[src/rtl/mem_arb_pkg.sv]
// Shared definitions for the memory port arbiter.
//   owner_t     : tag recording which requester owns the read returning next cycle
//   *_DEF       : default values for the arbiter parameters
package mem_arb_pkg;

  typedef enum logic [1:0] {
    OWN_NONE = 2'd0,
    OWN_IF   = 2'd1,
    OWN_MEM  = 2'd2,
    OWN_DMA  = 2'd3
  } owner_t;

  localparam int ADDR_W_DEF     = 10;
  localparam int DATA_W_DEF     = 32;
  localparam int STARVE_MAX_DEF = 8;

endpackage : mem_arb_pkg

[src/rtl/mem_arb_starve_ctr.sv]
// Saturating DMA starvation counter.
//   clk, rst  : clock and synchronous active-high reset
//   dma_req   : DMA is requesting this cycle
//   dma_gnt   : DMA was granted this cycle
//   starved   : counter has reached STARVE_MAX; DMA must win the next arbitration
module mem_arb_starve_ctr
  import mem_arb_pkg::*;
#(
  parameter int STARVE_MAX = STARVE_MAX_DEF
) (
  input  logic clk,
  input  logic rst,
  input  logic dma_req,
  input  logic dma_gnt,
  output logic starved
);

  localparam int             CNT_W   = $clog2(STARVE_MAX + 1);
  localparam logic [CNT_W-1:0] CNT_MAX = CNT_W'(STARVE_MAX);

  logic [CNT_W-1:0] cnt;

  // NOTE: sequential state is written with non-blocking assignments only, so
  // every flop samples the values that existed before the clock edge.
  always_ff @(posedge clk) begin
    if (rst || !dma_req || dma_gnt) begin
      cnt <= '0;
    end else if (cnt != CNT_MAX) begin
      cnt <= cnt + CNT_W'(1);
    end
  end

  assign starved = (cnt == CNT_MAX);

endmodule : mem_arb_starve_ctr

[src/rtl/mem_port_arbiter.sv]
// Arbiter sharing one single-port RAM (registered read, 1-cycle latency)
// between instruction fetch (IF), the MEM stage and an optional video DMA.
// Priority is MEM > IF > DMA; a DMA starved for STARVE_MAX cycles wins outright.
//   clk, rst                                 : clock, synchronous active-high reset
//   if_req/if_addr -> if_rdata/if_rvalid/if_stall
//   mem_req/mem_we/mem_addr/mem_wdata -> mem_rdata/mem_rvalid/mem_stall
//   dma_req/dma_addr -> dma_gnt/dma_rdata/dma_rvalid   (only with MEM_ARB_DMA_EN)
//   ram_addr/ram_we/ram_wdata -> RAM, ram_rdata <- RAM
// Build option: define MEM_ARB_DMA_EN to include the DMA port, DMA arbitration
// and the starvation counter. Without it arbitration is MEM > IF, same timing.
module mem_port_arbiter
  import mem_arb_pkg::*;
#(
  parameter int ADDR_W     = ADDR_W_DEF,
  parameter int DATA_W     = DATA_W_DEF,
  parameter int STARVE_MAX = STARVE_MAX_DEF
) (
  input  logic              clk,
  input  logic              rst,
  input  logic              if_req,
  input  logic [ADDR_W-1:0] if_addr,
  output logic [DATA_W-1:0] if_rdata,
  output logic              if_rvalid,
  output logic              if_stall,
  input  logic              mem_req,
  input  logic              mem_we,
  input  logic [ADDR_W-1:0] mem_addr,
  input  logic [DATA_W-1:0] mem_wdata,
  output logic [DATA_W-1:0] mem_rdata,
  output logic              mem_rvalid,
  output logic              mem_stall,
`ifdef MEM_ARB_DMA_EN
  input  logic              dma_req,
  input  logic [ADDR_W-1:0] dma_addr,
  output logic              dma_gnt,
  output logic [DATA_W-1:0] dma_rdata,
  output logic              dma_rvalid,
`endif
  output logic [ADDR_W-1:0] ram_addr,
  output logic              ram_we,
  output logic [DATA_W-1:0] ram_wdata,
  input  logic [DATA_W-1:0] ram_rdata
);

  if (STARVE_MAX < 1) begin : g_param_check
    $error("STARVE_MAX must be at least 1");
  end

  logic              gnt_if;
  logic              gnt_mem;
  logic              gnt_dma;
  owner_t            owner_d;
  owner_t            owner_q;
  logic [ADDR_W-1:0] addr_q;
  logic [DATA_W-1:0] if_held;
  logic [DATA_W-1:0] mem_held;

`ifdef MEM_ARB_DMA_EN
  logic              starved;
  logic [DATA_W-1:0] dma_held;

  mem_arb_starve_ctr #(
    .STARVE_MAX (STARVE_MAX)
  ) u_starve_ctr (
    .clk     (clk),
    .rst     (rst),
    .dma_req (dma_req),
    .dma_gnt (gnt_dma),
    .starved (starved)
  );
`endif

  // Grant is purely combinational from this cycle's requests; nothing is
  // granted while rst is high, so the stalls simply follow the requests.
  // NOTE: every always_comb output gets a default first, so no path can
  // leave it unassigned and infer a latch.
  always_comb begin
    gnt_if  = 1'b0;
    gnt_mem = 1'b0;
    gnt_dma = 1'b0;
    if (!rst) begin
`ifdef MEM_ARB_DMA_EN
      if (dma_req && starved) gnt_dma = 1'b1;
      else if (mem_req)       gnt_mem = 1'b1;
      else if (if_req)        gnt_if  = 1'b1;
      else if (dma_req)       gnt_dma = 1'b1;
`else
      if (mem_req)     gnt_mem = 1'b1;
      else if (if_req) gnt_if  = 1'b1;
`endif
    end
  end

  // RAM request mux; with no grant the address holds and no write occurs.
  always_comb begin
    ram_addr  = addr_q;
    ram_we    = 1'b0;
    ram_wdata = '0;
    owner_d   = OWN_NONE;
    if (rst) begin
      ram_addr = '0;
    end else if (gnt_mem) begin
      ram_addr  = mem_addr;
      ram_we    = mem_we;
      ram_wdata = mem_wdata;
      owner_d   = mem_we ? OWN_NONE : OWN_MEM;
    end else if (gnt_if) begin
      ram_addr = if_addr;
      owner_d  = OWN_IF;
    end else if (gnt_dma) begin
`ifdef MEM_ARB_DMA_EN
      ram_addr = dma_addr;
`endif
      owner_d  = OWN_DMA;
    end
  end

  // Read-owner tag and per-requester hold registers. The rvalids are also
  // masked by rst so a read granted just before reset is never delivered.
  always_ff @(posedge clk) begin
    if (rst) begin
      owner_q  <= OWN_NONE;
      addr_q   <= '0;
      if_held  <= '0;
      mem_held <= '0;
`ifdef MEM_ARB_DMA_EN
      dma_held <= '0;
`endif
    end else begin
      owner_q <= owner_d;
      addr_q  <= ram_addr;
      if (if_rvalid)  if_held  <= ram_rdata;
      if (mem_rvalid) mem_held <= ram_rdata;
`ifdef MEM_ARB_DMA_EN
      if (dma_rvalid) dma_held <= ram_rdata;
`endif
    end
  end

  assign if_rvalid  = !rst && (owner_q == OWN_IF);
  assign mem_rvalid = !rst && (owner_q == OWN_MEM);
  assign if_rdata   = if_rvalid  ? ram_rdata : if_held;
  assign mem_rdata  = mem_rvalid ? ram_rdata : mem_held;
  assign if_stall   = if_req  && !gnt_if;
  assign mem_stall  = mem_req && !gnt_mem;

`ifdef MEM_ARB_DMA_EN
  assign dma_gnt    = gnt_dma;
  assign dma_rvalid = !rst && (owner_q == OWN_DMA);
  assign dma_rdata  = dma_rvalid ? ram_rdata : dma_held;
`endif

endmodule : mem_port_arbiter

[config.mk]
export PLATFORM = sky130hd
export DESIGN_NAME = mem_port_arbiter
export DESIGN_NICKNAME = d
export VERILOG_FILES = /design/src/rtl/mem_arb_pkg.sv /design/src/rtl/mem_arb_starve_ctr.sv /design/src/rtl/mem_port_arbiter.sv
export SDC_FILE = /design/constraint.sdc
export NUM_CORES = 1
export LEC_CHECK = 0
export ABC_AREA = 1
export CORE_ASPECT_RATIO = 0.6
export CORE_MARGIN = 2
export CORE_UTILIZATION = 35
export CTS_CLUSTER_SIZE = 8
export DETAILED_ROUTE_END_ITERATION = 8
export DONT_BUFFER_PORTS = 1
export PLACE_DENSITY = 0.57
export SLEW_MARGIN = 25
export SYNTH_ARGS = -nofsm -noshare
export SYNTH_HDL_FRONTEND = slang
export SYNTH_SLANG_ARGS = --single-unit
[constraint.sdc]
create_clock -name clk -period 2.8 [get_ports clk]
set_input_delay 0.14 -clock clk [delete_from_list [all_inputs] [get_ports clk]]
set_output_delay 0.14 -clock clk [all_outputs]
set_load 0.1 [all_outputs]
# After elaboration in Yosys (flattened, before gate mapping)
# Cells that the tools add are included.
# totals
regBits	76
latchBits	0
mem_bits_rw	0
rom_bits	0
input_bits	89
n_memories	0
# classes
add_sub_neg	0
n_mul	0
div	0
order_cmp	0
n_eq_ne	2
shifts	0
mux	17
n_bitwise	0
n_reduce_logical	7
# ops
cell	n
$mux 32	4
$mux 10	3
$mux 1	8
$logic_and 1x1->1	4
$mux 2	2
$logic_not 1->1	3
$eq 2x1->1 const B	1
$eq 2x2->1 const B	1

# Longest topological paths before layout
# Gate-level depths: netlist of run 1.
# depth
depth_word	6
mapped_depth	7
ltp_nobuf	5

# Least setup slack after synthesis of run 1
# No wires, ideal clock.
# synth_timing
kind	input port to output port
from	input port rst
to	output port ram_addr[0]
arrival_time_ns	2.778
t_required_ns	2.660
path_slack_ns	-0.118
stages	5
cell_sequence	buf_2 nor2_1 buf_2 o21ai_1 o21ai_0
# synth_via
elab_chain_len	4
# synth_rtl
element	line	rtl
from (decl)	mem_port_arbiter.sv:19	input logic rst,
$mux 1	mem_port_arbiter.sv:81	if (!rst) begin
$mux 10	mem_port_arbiter.sv:107	end else if (gnt_if) begin
$mux 10	mem_port_arbiter.sv:102	end else if (gnt_mem) begin
$mux 10 (*)	mem_port_arbiter.sv:100	if (rst) begin
to (decl)	mem_port_arbiter.sv:39	output logic [ADDR_W-1:0] ram_addr,
# Mark *: on every way between the ends. The rest lies on a longest branch, timed or not.

# Final worst setup path of run 1
# layout_timing
from	register owner_q[0]
to	output port mem_rdata[4]
# layout_via
elab_chain_len	3
# layout_rtl
element	line	rtl
from (decl)	mem_port_arbiter.sv:53	owner_t owner_q;
from (signal assigned)	mem_port_arbiter.sv:130	owner_q <= owner_d;
$eq 2x2->1	mem_port_arbiter.sv:141	assign mem_rvalid = !rst && (owner_q == OWN_MEM);
$logic_and 1x1->1	mem_port_arbiter.sv:141	
$mux 32	-	
to (decl)	mem_port_arbiter.sv:29	output logic [DATA_W-1:0] mem_rdata,
# No other way between the ends.

==> flow_summary.html, run 1 <==
<table>
<tr><th>Metric</th><th>Value</th></tr>
<tr><th colspan="2">Status</th></tr>
<tr><td>Result of the run</td><td>completed</td></tr>
<tr><th colspan="2">Worst setup path</th></tr>
<tr><td>Worst-path maximum fanout</td><td>17</td></tr>
<tr><td>Slowest cell on the critical path</td><td>nor2_2</td></tr>
<tr><td>Crit Path Category</td><td>flip-flop to output pin</td></tr>
<tr><td>Critical Path End Type</td><td>output pin</td></tr>
<tr><td>Setup crit start kind</td><td>flip-flop</td></tr>
<tr><td>WP data arrival</td><td>2270 ps</td></tr>
<tr><td>Reg2Reg Setup Slack</td><td>940 ps</td></tr>
<tr><td>CP Data Required Time</td><td>2660 ps</td></tr>
<tr><td>Max incr delay on CP</td><td>620 ps</td></tr>
<tr><td>Critical Path, Cell by Cell</td><td>nor2_2, buf_4, nand3_1, nand2_1, inv_1, buf_12</td></tr>
<tr><th colspan="2">Final layout</th></tr>
<tr><td>Fraction of final layout cells with drive strength greater than 1</td><td>0.245</td></tr>
<tr><td>Final Non-Filler Cells</td><td>913</td></tr>
<tr><td>Antenna diode count</td><td>0</td></tr>
<tr><td>Layout overhead on the synthesized area</td><td>58.4%</td></tr>
<tr><td>Area occupied by multi-input gates</td><td>1560 µm²</td></tr>
<tr><td>Sequential cell area</td><td>1520 µm²</td></tr>
<tr><td>Fill cell count</td><td>1004</td></tr>
<tr><td>Final layout net count</td><td>858</td></tr>
<tr><th colspan="2">Synth</th></tr>
<tr><td>Post-synthesis instance total</td><td>661</td></tr>
<tr><td>Proportion of synthesized chip area in sequential cells</td><td>0.390</td></tr>
<tr><td>Number of flops mapped to enable cells by yosys</td><td>0</td></tr>
<tr><td>Async SR Flop Fraction</td><td>0</td></tr>
<tr><td>Largest cells by area after synthesis</td><td>dfxtp_1, inv_1, nand2_1, nor2_1, nand3_1</td></tr>
<tr><td>Yosys warns</td><td>0</td></tr>
<tr><td>Leading area contributor after synthesis</td><td>dfxtp_1</td></tr>
<tr><td>Post-synthesis net count</td><td>750</td></tr>
<tr><td>Portion of synthesized cell area occupied by the leading cell type</td><td>0.390</td></tr>
<tr><td>Most instantiated library cell after synthesis</td><td>inv_1</td></tr>
<tr><td>Flop and latch count out of synthesis</td><td>76</td></tr>
<tr><td>Cell Area, Synth</td><td>3900 µm²</td></tr>
<tr><td>Netlist cell types</td><td>19</td></tr>
<tr><td>Synth Area per Inst</td><td>5.90 µm²</td></tr>
<tr><td>Predominant post-synthesis flop cell</td><td>dfxtp_1</td></tr>
<tr><td>Top cells by count, synth</td><td>inv_1, nand2_1, nor2_1</td></tr>
<tr><th colspan="2">Clocking</th></tr>
<tr><td>Post-cts gate resize count</td><td>0</td></tr>
<tr><td>Number of buffers added by the clock tree synthesis step</td><td>9</td></tr>
<tr><td>TritonCTS clock tree</td><td>built</td></tr>
<tr><td>Library cell used as clock root buffer</td><td>clkbuf_16</td></tr>
<tr><td>Worst-Skew Late Latency</td><td>330 ps</td></tr>
<tr><td>Count of hold buffers inserted by post-cts repair</td><td>16</td></tr>
<tr><td>Maximum buffer depth of the clock tree</td><td>2</td></tr>
<tr><td>Total number of H-tree levels</td><td>3</td></tr>
<tr><td>Clock-pin slew on the worst setup and hold paths</td><td>60 ps</td></tr>
<tr><td>Clock sink count</td><td>76</td></tr>
<tr><td>Post-CTS repair timing setup buffer count</td><td>0</td></tr>
<tr><th colspan="2">Floorplanning</th></tr>
<tr><td>X dimension of the die</td><td>140 µm</td></tr>
<tr><td>Number of standard-cell rows in the floorplan</td><td>29</td></tr>
<tr><td>Vertical die dimension</td><td>85.8 µm</td></tr>
<tr><td>DIE AREA</td><td>12000 µm²</td></tr>
<tr><td>Boundary pin count</td><td>200</td></tr>
<tr><td>Effective utilization at floorplan</td><td>0.364</td></tr>
<tr><td>Area of the core region</td><td>10700 µm²</td></tr>
<tr><th colspan="2">Power</th></tr>
<tr><td>Lkg Pwr</td><td>3.61 nW</td></tr>
<tr><td>Pwr Total</td><td>3.57 mW</td></tr>
<tr><td>Pwr per Cell Area</td><td>578 nW/µm²</td></tr>
<tr><td>Worst voltage drop across the vdd grid</td><td>0.310 mV</td></tr>
<tr><th colspan="2">Global route</th></tr>
<tr><td>Wire length of the first global-routing pass</td><td>19300 µm</td></tr>
<tr><td>Global route overflow</td><td>0</td></tr>
<tr><td>Largest net degree at the start of global routing</td><td>66</td></tr>
<tr><td>Initial antenna violation count</td><td>0</td></tr>
<tr><td>Number of global-route vias before repair</td><td>3861</td></tr>
<tr><td>Total GRT Usage</td><td>0.202</td></tr>
<tr><th colspan="2">Timing</th></tr>
<tr><td>Final number of hold-violating endpoints</td><td>0</td></tr>
<tr><td>Smallest hold slack</td><td>17.4 ps</td></tr>
<tr><td>Slew margin rel.</td><td>0.299</td></tr>
<tr><td>Unrepaired setup endpoints after global routing</td><td>no</td></tr>
<tr><td>Final setup vio count</td><td>0</td></tr>
<tr><td>F_max</td><td>415 MHz</td></tr>
<tr><td>Period Utilization, post-route</td><td>0.861</td></tr>
<tr><td>Max-slew violation total from the final report</td><td>0</td></tr>
<tr><td>Min Tclk post-route</td><td>2410 ps</td></tr>
<tr><td>Post-route setup TNS</td><td>0 ps</td></tr>
<tr><td>Setup clock skew after layout</td><td>5.54 ps</td></tr>
<tr><td>Worst-margin pin slew</td><td>1050 ps</td></tr>
<tr><th colspan="2">Flow run</th></tr>
<tr><td>Max-capacitance violation count</td><td>0</td></tr>
<tr><th colspan="2">Drt</th></tr>
<tr><td>WL final</td><td>12100 µm</td></tr>
<tr><td>DRT antenna net count</td><td>0</td></tr>
<tr><td>Post-DR vias/cell</td><td>4.44</td></tr>
<tr><td>Routed wirelength normalized by instance count</td><td>13.2 µm</td></tr>
<tr><td>Count of vias placed by the detailed router</td><td>4054</td></tr>
<tr><td>Violation count after the first detailed-route iteration</td><td>194</td></tr>
<tr><td>Post-route DRC</td><td>0</td></tr>
<tr><td>Drt first pass iters</td><td>4</td></tr>
<tr><th colspan="2">Place</th></tr>
<tr><td>Number of input and output port buffers inserted</td><td>0</td></tr>
<tr><td>Global placement routability congestion</td><td>0.858</td></tr>
<tr><td>Post-detailed-placement half-perimeter wirelength</td><td>8780 µm</td></tr>
<tr><td>Number of instances in the placed design</td><td>881</td></tr>
<tr><th colspan="2">Worst hold path</th></tr>
<tr><td>Kind of path behind the tightest hold check</td><td>input pin to flip-flop</td></tr>
</table>
-- cell families (layout without fill, tap and decap cells) --
kind of cell | count (synthesis) | count (layout) | synth area share
compound gates | 13 | 13 | 0.0212
flops | 76 | 76 | 0.390
buf+inv | 234 | 347 | 0.233
simple gates | 338 | 338 | 0.355
-- cells in the final DEF, fill, tap and decap left out --
cell type	instances
clkbuf_16	9
clkinv_2	3
nor2_1	68
nand2_1	159
o21ai_2	2
o21ai_1	1
nand3_2	1
nand3_1	64
clkbuf_1	1
nand2_2	2
bufinv_16	2
buf_4	49
o211ai_1	7
dlygate4sd3_1	15
nor2_4	1
buf_12	65
o21ai_0	3
clkbuf_8	1
nor2_2	35
dfxtp_1	76
buf_16	1
inv_2	12
nor3_1	1
inv_1	189
or2_2	7
-- registers in the layout, summed over array words and instances (netlist names) --
| register | cells |
|---|---|
| addr_q | 10 |
| owner_q | 2 |
| mem_held | 32 |
| if_held | 32 |
-- final timing paths --
check               from           end  depth (start not counted)
min           if_addr[1]     addr_q[1]                          2
min reg2reg  if_held[10]   if_held[10]                          4
max           owner_q[0]  mem_rdata[4]                          6
max reg2reg   owner_q[0]  mem_held[28]                          5
-- where the power goes --
part	total (mW)	internal, mW	switching (mW)
Clock	1.23	0.800	0.426
Combinational	1.21	0.330	0.878
Sequential	1.14	1.12	0.0138
-- critical path: cells and delay by family (launching register included) --
kind | cells | cell delay, ps
buffers and inverters | 3 | 600
AND/OR/NAND/NOR | 3 | 830
flip-flops | 1 | 500
-- cell type report --
cell class / count / area share
repair buffers: 130 / 0.299
well taps: 139 / 0.0281
clock inverters: 5 / 0.0122
inverters: 201 / 0.122
multi-input cells: 351 / 0.253
flip-flops and latches: 76 / 0.246
clock buffers: 11 / 0.0393
-- metrics by stage --
| stage | util | worst slack [ps] | area, µm² |
|---|---|---|---|
| 4_1_cts | 0.577 | 413 | 6180 |
| 6_report | 0.577 | 388 | 6180 |
| 3_3_place_gp | 0.531 | 847 | 5680 |
| 3_5_place_dp | 0.531 | 767 | 5680 |
| 2_1_floorplan | - | 51.7 | 3900 |
| 5_1_grt | 0.577 | 213 | 6180 |
-- metal layers --
| layer | share of wire | GRT usage | vias up | wire, µm |
|---|---|---|---|---|
| li1 | - | - | 2070 | - |
| met1 | 0.45 | 0.261 | 1828 | 5460 |
| met2 | 0.44 | 0.315 | 132 | 5360 |
| met3 | 0.084 | 0.0776 | 24 | 1010 |
| met4 | 0.019 | 0.0661 | 0 | 227 |
| met5 | 0 | 0 | - | 0 |
Note: power is estimated with default switching activity, not from simulation.
==> inputs of run 2 (changes only) <==
Settings changed: CORE_UTILIZATION 35 to 40, PLACE_DENSITY 0.57 to 0.62, SKIP_CTS_REPAIR_TIMING set to 1.
==> run 2 against run 1 <==
The run now ends with hold timing left; power up 5.7%; first-iteration DRC count up 30%; clock skew down 0.74 ps; largest cell class unchanged.
==> flow_summary.html, run 2 (synthesis gave the netlist of run 1 again) <==
<table>
<tr><th>Metric</th><th>Value</th></tr>
<tr><th colspan="2">Power</th></tr>
<tr><td>Seq pwr share</td><td>0.302</td></tr>
<tr><td>Part of the power in combinational logic</td><td>0.319</td></tr>
<tr><td>Switching power</td><td>1.34 mW</td></tr>
<tr><td>Internal power</td><td>2.44 mW</td></tr>
<tr><td>Worst voltage drop across the vdd grid</td><td>0.364 mV</td></tr>
<tr><td>Net Sw Frac</td><td>0.355</td></tr>
<tr><td>Portion of total power attributed to the clock network</td><td>0.380</td></tr>
<tr><td>Lkg Pwr</td><td>3.61 nW</td></tr>
<tr><td>Pwr per Cell Area</td><td>611 nW/µm²</td></tr>
<tr><th colspan="2">Floorplanning</th></tr>
<tr><td>X dimension of the die</td><td>131 µm</td></tr>
<tr><td>DIE AREA</td><td>10600 µm²</td></tr>
<tr><td>Number of standard-cell rows in the floorplan</td><td>27</td></tr>
<tr><td>Vertical die dimension</td><td>80.5 µm</td></tr>
<tr><td>Effective utilization at floorplan</td><td>0.418</td></tr>
<tr><td>Area of the core region</td><td>9320 µm²</td></tr>
<tr><td>Boundary pin count</td><td>200</td></tr>
<tr><th colspan="2">Clocking</th></tr>
<tr><td>Clock-pin slew on the worst setup and hold paths</td><td>60 ps</td></tr>
<tr><td>Worst-Skew Late Latency</td><td>330 ps</td></tr>
<tr><td>Total number of H-tree levels</td><td>3</td></tr>
<tr><td>Maximum buffer depth of the clock tree</td><td>2</td></tr>
<tr><td>Number of buffers added by the clock tree synthesis step</td><td>9</td></tr>
<tr><td>TritonCTS clock tree</td><td>built</td></tr>
<tr><td>Clock sink count</td><td>76</td></tr>
<tr><td>Library cell used as clock root buffer</td><td>clkbuf_16</td></tr>
<tr><th colspan="2">Global route</th></tr>
<tr><td>Global route overflow</td><td>0</td></tr>
<tr><td>Initial antenna violation count</td><td>0</td></tr>
<tr><td>Wire length of the first global-routing pass</td><td>19100 µm</td></tr>
<tr><td>Number of global-route vias before repair</td><td>3898</td></tr>
<tr><td>Total GRT Usage</td><td>0.226</td></tr>
<tr><td>Largest net degree at the start of global routing</td><td>70</td></tr>
<tr><th colspan="2">Timing</th></tr>
<tr><td>Max-slew violation total from the final report</td><td>0</td></tr>
<tr><td>Smallest hold slack</td><td>-16.2 ps</td></tr>
<tr><td>F_max</td><td>443 MHz</td></tr>
<tr><td>Final number of hold-violating endpoints</td><td>1</td></tr>
<tr><td>Min Tclk post-route</td><td>2260 ps</td></tr>
<tr><td>Worst-margin pin slew</td><td>1050 ps</td></tr>
<tr><td>Setup clock skew after layout</td><td>4.80 ps</td></tr>
<tr><td>Period Utilization, post-route</td><td>0.806</td></tr>
<tr><td>Post-route setup TNS</td><td>0 ps</td></tr>
<tr><td>Slew margin rel.</td><td>0.299</td></tr>
<tr><td>Final setup vio count</td><td>0</td></tr>
<tr><td>Unrepaired setup endpoints after global routing</td><td>no</td></tr>
<tr><th colspan="2">Place</th></tr>
<tr><td>Instance area at placement</td><td>5670 µm²</td></tr>
<tr><td>Global placement routability congestion</td><td>0.862</td></tr>
<tr><td>Post-detailed-placement half-perimeter wirelength</td><td>8850 µm</td></tr>
<tr><td>Number of input and output port buffers inserted</td><td>0</td></tr>
<tr><th colspan="2">Drt</th></tr>
<tr><td>DRT antenna net count</td><td>0</td></tr>
<tr><td>Post-DR vias/cell</td><td>4.63</td></tr>
<tr><td>Drt first pass iters</td><td>5</td></tr>
<tr><td>Violation count after the first detailed-route iteration</td><td>252</td></tr>
<tr><td>Count of vias placed by the detailed router</td><td>4166</td></tr>
<tr><td>WL final</td><td>12200 µm</td></tr>
<tr><td>Routed wirelength normalized by instance count</td><td>13.6 µm</td></tr>
<tr><td>Post-route DRC</td><td>0</td></tr>
<tr><th colspan="2">Worst hold path</th></tr>
<tr><td>Kind of path behind the tightest hold check</td><td>input pin to flip-flop</td></tr>
<tr><td>Hold EP</td><td>addr_q[9]</td></tr>
<tr><td>Worst hold path startpoint</td><td>mem_addr[9]</td></tr>
<tr><td>Instance count along the most critical hold path</td><td>2</td></tr>
<tr><th colspan="2">Worst setup path</th></tr>
<tr><td>Critical Path End Type</td><td>output pin</td></tr>
<tr><td>WP data arrival</td><td>2120 ps</td></tr>
<tr><td>Crit Path Category</td><td>flip-flop to output pin</td></tr>
<tr><td>Worst-path maximum fanout</td><td>33</td></tr>
<tr><td>Reg2Reg Setup Slack</td><td>1160 ps</td></tr>
<tr><td>Depth of the worst register-to-register path</td><td>5</td></tr>
<tr><td>Setup crit start kind</td><td>flip-flop</td></tr>
<tr><td>Reg-to-Reg End</td><td>mem_held[25]</td></tr>
<tr><td>CP Data Required Time</td><td>2660 ps</td></tr>
<tr><td>Startpoint of the worst-slack reg-to-reg timing path</td><td>owner_q[0]</td></tr>
<tr><th colspan="2">Final layout</th></tr>
<tr><td>Antenna diode count</td><td>0</td></tr>
<tr><td>Core occupancy in the finished layout</td><td>0.662</td></tr>
<tr><td>Largest registers ranked by flip-flop count</td><td>if_held: 32 flops, mem_held: 32 flops, addr_q: 10 flops</td></tr>
<tr><td>Fraction of final layout cells with drive strength greater than 1</td><td>0.248</td></tr>
<tr><td>Leading cell types in the layout, fill and taps excluded</td><td>inv_1, nand2_1, dfxtp_1</td></tr>
<tr><td>Commonest non-fill, non-tap cell in the layout</td><td>inv_1</td></tr>
<tr><td>Final instance area</td><td>6170 µm²</td></tr>
<tr><td>Layout overhead on the synthesized area</td><td>58.3%</td></tr>
<tr><td>Final layout net count</td><td>853</td></tr>
<tr><th colspan="2">Status</th></tr>
<tr><td>Violated checks</td><td>hold timing</td></tr>
<tr><td>Result of the run</td><td>complete, but fails checks</td></tr>
<tr><th colspan="2">Flow run</th></tr>
<tr><td>Max-capacitance violation count</td><td>0</td></tr>
</table>
run 2: how the worst max path moves through the flow:
| stage | start | end | slack (ps) |
|---|---|---|---|
| finish | owner_q[0] | mem_rdata[25] | 540 |
| global placement | owner_q[0] | mem_rdata[26] | 940 |
| detailed placement | owner_q[0] | mem_rdata[25] | 880 |
| floorplan | rst | ram_addr[9] | 50 |
| CTS | owner_q[0] | mem_rdata[25] | 520 |
| global route | owner_q[0] | mem_rdata[25] | 320 |
run 2: through the flow:
| step | std cells | worst slack (ps) | hold WS (ps) | total power [mW] |
|---|---|---|---|---|
| after floorplan | 661 | 51.7 | 212 | 1.99 |
| after global placement | 872 | 942 | 221 | 2.32 |
| after detailed placement | 872 | 880 | 222 | 2.33 |
| after CTS | 888 | 519 | -128 | 3.76 |
| after global routing | 899 | 322 | 7.83 | 3.89 |
| final | 899 | 543 | -16.2 | 3.77 |
run 2: worst max-delay path: stages (launching register included):
cell and delay, ps:
dfxtp_1 460, inv_2 100, nand3_2 570, nand2_1 230, nand2_1 110, inv_1 120, buf_12 180
run 2: layout make-up:
cell class	instances	area [µm²]
Inverter	201	754
Sequential cell	76	1520
Clock inverter	6	134
Clock buffer	10	239
Multi-Input combinational cell	351	1560
Tap cell	130	163
Fill cell	812	3150
Timing Repair Buffer	125	1800
run 2: power groups by stage:
stage,Clock [mW],Combinational (mW),Sequential (mW)
floorplan,0,0.831,1.16
global placement,0,1.16,1.16
global route,1.50,1.25,1.14
detailed placement,0,1.17,1.16
finish,1.43,1.20,1.14
CTS,1.45,1.17,1.14
run 2: routing by layer:
metal  vias up  share of wire  GRT usage
met2       131           0.46      0.382
li1       2060              -          -
met1      1954           0.45      0.287
met3        21          0.068     0.0676
met5         -              0          0
met4         0          0.017     0.0543
==> inputs of run 3 (changes only) <==
Settings changed: PLACE_DENSITY 0.62 to 0.64.
Clock period 2.8 ns to 1.9 ns, I/O delays scaled along.
==> run 3 against run 2 <==
Combinational power is 63% higher; global-route usage is 1.6 points higher; register-to-register slack got worse by 740 ps; critical path type unchanged; the flow still finishes with violations (hold timing); sequential share of layout area shrank 2.2 points; cell count increased by 1.8%; via count increased by 1.9%; die area unchanged.
==> flow_summary.html, run 3 (synthesis gave the netlist of run 1 again) <==
<table>
<tr><th>Metric</th><th>Value</th></tr>
<tr><th colspan="2">Status</th></tr>
<tr><td>Result of the run</td><td>complete, but fails checks</td></tr>
<tr><td>Violated checks</td><td>hold timing</td></tr>
<tr><th colspan="2">Drt</th></tr>
<tr><td>Metal2 WL</td><td>6370 µm</td></tr>
<tr><td>WL final</td><td>12800 µm</td></tr>
<tr><td>Violation count after the first detailed-route iteration</td><td>308</td></tr>
<tr><td>Metal1 wirelength</td><td>5270 µm</td></tr>
<tr><td>Post-DR vias/cell</td><td>4.64</td></tr>
<tr><td>Routed met3 length</td><td>966 µm</td></tr>
<tr><td>Post-route DRC</td><td>0</td></tr>
<tr><td>Routed wirelength normalized by instance count</td><td>14.0 µm</td></tr>
<tr><td>DRT antenna net count</td><td>0</td></tr>
<tr><td>Drt first pass iters</td><td>5</td></tr>
<tr><td>Highest metal used</td><td>met4</td></tr>
<tr><td>Count of vias placed by the detailed router</td><td>4247</td></tr>
<tr><th colspan="2">Power</th></tr>
<tr><td>Worst voltage drop across the vdd grid</td><td>0.535 mV</td></tr>
<tr><td>Pwr per Cell Area</td><td>762 nW/µm²</td></tr>
<tr><td>Lkg Pwr</td><td>3.79 nW</td></tr>
<tr><th colspan="2">Global route</th></tr>
<tr><td>Total GRT Usage</td><td>0.242</td></tr>
<tr><td>Wire length of the first global-routing pass</td><td>20300 µm</td></tr>
<tr><td>Largest net degree at the start of global routing</td><td>70</td></tr>
<tr><td>Global route overflow</td><td>0</td></tr>
<tr><td>Initial antenna violation count</td><td>0</td></tr>
<tr><td>Number of global-route vias before repair</td><td>4249</td></tr>
<tr><th colspan="2">Clocking</th></tr>
<tr><td>Worst-Skew Late Latency</td><td>330 ps</td></tr>
<tr><td>Number of buffers added by the clock tree synthesis step</td><td>9</td></tr>
<tr><td>Clock-pin slew on the worst setup and hold paths</td><td>60 ps</td></tr>
<tr><td>Total number of H-tree levels</td><td>3</td></tr>
<tr><td>TritonCTS clock tree</td><td>built</td></tr>
<tr><td>Clock sink count</td><td>76</td></tr>
<tr><td>Maximum buffer depth of the clock tree</td><td>2</td></tr>
<tr><td>Library cell used as clock root buffer</td><td>clkbuf_16</td></tr>
<tr><th colspan="2">Floorplanning</th></tr>
<tr><td>DIE AREA</td><td>10600 µm²</td></tr>
<tr><td>Effective utilization at floorplan</td><td>0.418</td></tr>
<tr><td>Area of the core region</td><td>9320 µm²</td></tr>
<tr><td>Vertical die dimension</td><td>80.5 µm</td></tr>
<tr><td>Boundary pin count</td><td>200</td></tr>
<tr><td>Number of standard-cell rows in the floorplan</td><td>27</td></tr>
<tr><td>X dimension of the die</td><td>131 µm</td></tr>
<tr><th colspan="2">Timing</th></tr>
<tr><td>Max-slew violation total from the final report</td><td>0</td></tr>
<tr><td>Final number of hold-violating endpoints</td><td>1</td></tr>
<tr><td>F_max</td><td>571 MHz</td></tr>
<tr><td>Final setup vio count</td><td>0</td></tr>
<tr><td>Worst-margin pin slew</td><td>821 ps</td></tr>
<tr><td>Smallest hold slack</td><td>-4.88 ps</td></tr>
<tr><td>Period Utilization, post-route</td><td>0.922</td></tr>
<tr><td>Unrepaired setup endpoints after global routing</td><td>no</td></tr>
<tr><td>Min Tclk post-route</td><td>1750 ps</td></tr>
<tr><td>Slew margin rel.</td><td>0.452</td></tr>
<tr><td>Setup clock skew after layout</td><td>11.1 ps</td></tr>
<tr><td>Final setup margin</td><td>149 ps</td></tr>
<tr><th colspan="2">Worst setup path</th></tr>
<tr><td>WP data arrival</td><td>1660 ps</td></tr>
<tr><td>Crit Path Category</td><td>flip-flop to output pin</td></tr>
<tr><td>Worst-path maximum fanout</td><td>32</td></tr>
<tr><td>CP Data Required Time</td><td>1800 ps</td></tr>
<tr><td>Setup crit start kind</td><td>flip-flop</td></tr>
<tr><td>Critical Path End Type</td><td>output pin</td></tr>
<tr><th colspan="2">Final layout</th></tr>
<tr><td>Antenna diode count</td><td>0</td></tr>
<tr><td>Commonest non-fill, non-tap cell in the layout</td><td>inv_1</td></tr>
<tr><td>Final layout net count</td><td>869</td></tr>
<tr><td>Fraction of final layout cells with drive strength greater than 1</td><td>0.248</td></tr>
<tr><td>Leading cell types in the layout, fill and taps excluded</td><td>inv_1, nand2_1, buf_12</td></tr>
<tr><td>Largest registers ranked by flip-flop count</td><td>if_held: 32 flops, mem_held: 32 flops, addr_q: 10 flops</td></tr>
<tr><td>Layout overhead on the synthesized area</td><td>73.5%</td></tr>
<tr><th colspan="2">Place</th></tr>
<tr><td>Global placement routability congestion</td><td>0.832</td></tr>
<tr><td>Post-place setup slack</td><td>325 ps</td></tr>
<tr><td>Post-detailed-placement half-perimeter wirelength</td><td>9280 µm</td></tr>
<tr><td>Number of input and output port buffers inserted</td><td>0</td></tr>
<tr><th colspan="2">Flow run</th></tr>
<tr><td>Max-capacitance violation count</td><td>0</td></tr>
<tr><th colspan="2">Worst hold path</th></tr>
<tr><td>Kind of path behind the tightest hold check</td><td>input pin to flip-flop</td></tr>
</table>
[run 3: changes by cell type in the layout (fill, tap and decap cells not counted), sizes merged]
cell and change:
clkinvlp +2, clkinv +2, bufinv -4, buf +5, dlygate4sd3 +11
[run 3: through the flow]
stage | setup TNS, ps | utilization | cells | power, mW | cell area (µm²)
2_1_floorplan | -3860 | - | 661 | 2.93 | 3910
3_3_place_gp | 0 | 0.670 | 877 | 3.56 | 6250
3_5_place_dp | 0 | 0.670 | 877 | 3.58 | 6250
4_1_cts | -18.1 | 0.699 | 893 | 5.11 | 6520
5_1_grt | 0 | 0.726 | 915 | 5.34 | 6770
6_report | 0 | 0.726 | 915 | 5.15 | 6770
[run 3: worst max-delay path: stages, from the launching register on]
cell and delay, ps:
dfxtp_1 420, inv_2 50, nor2_2 100, buf_6 280, nand3_1 130, nand2_1 120, inv_1 70, buf_12 160
[run 3: layer usage]
metal | vias up | global-route usage
met5 | - | 0
met3 | 20 | 0.0682
met2 | 175 | 0.425
met1 | 1957 | 0.288
met4 | 0 | 0.0826
li1 | 2095 | -
[run 3: final cells by class]
type | instances | area (µm²)
fill | 697 | 2560
timing repair buffer | 141 | 2490
multi-input combinational | 351 | 1570
sequential | 76 | 1520
inverter | 201 | 754
clock buffer | 10 | 229
tap | 130 | 163
clock inverter | 6 | 38.8
[run 3: worst paths after layout]
path / startpoint / endpoint / slack (ps) / cells past startpoint
worst max-delay path: owner_q[1] / mem_rdata[14] / 150 / 7
worst min-delay path: if_req / addr_q[0] / -5 / 2
worst max register to register: addr_q[2] / addr_q[2] / 420 / 4
worst min register to register: if_held[22] / if_held[22] / 530 / 4
[run 3: report_power, final]
part | internal [mW] | switching, mW | total, mW | leakage, nW
clock network | 0.881 | 0.648 | 1.53 | 0.129
registers | 1.66 | 0.0189 | 1.68 | 0.619
logic | 0.612 | 1.34 | 1.95 | 3.04
total | 3.15 | 2.00 | 5.15 | 3.79
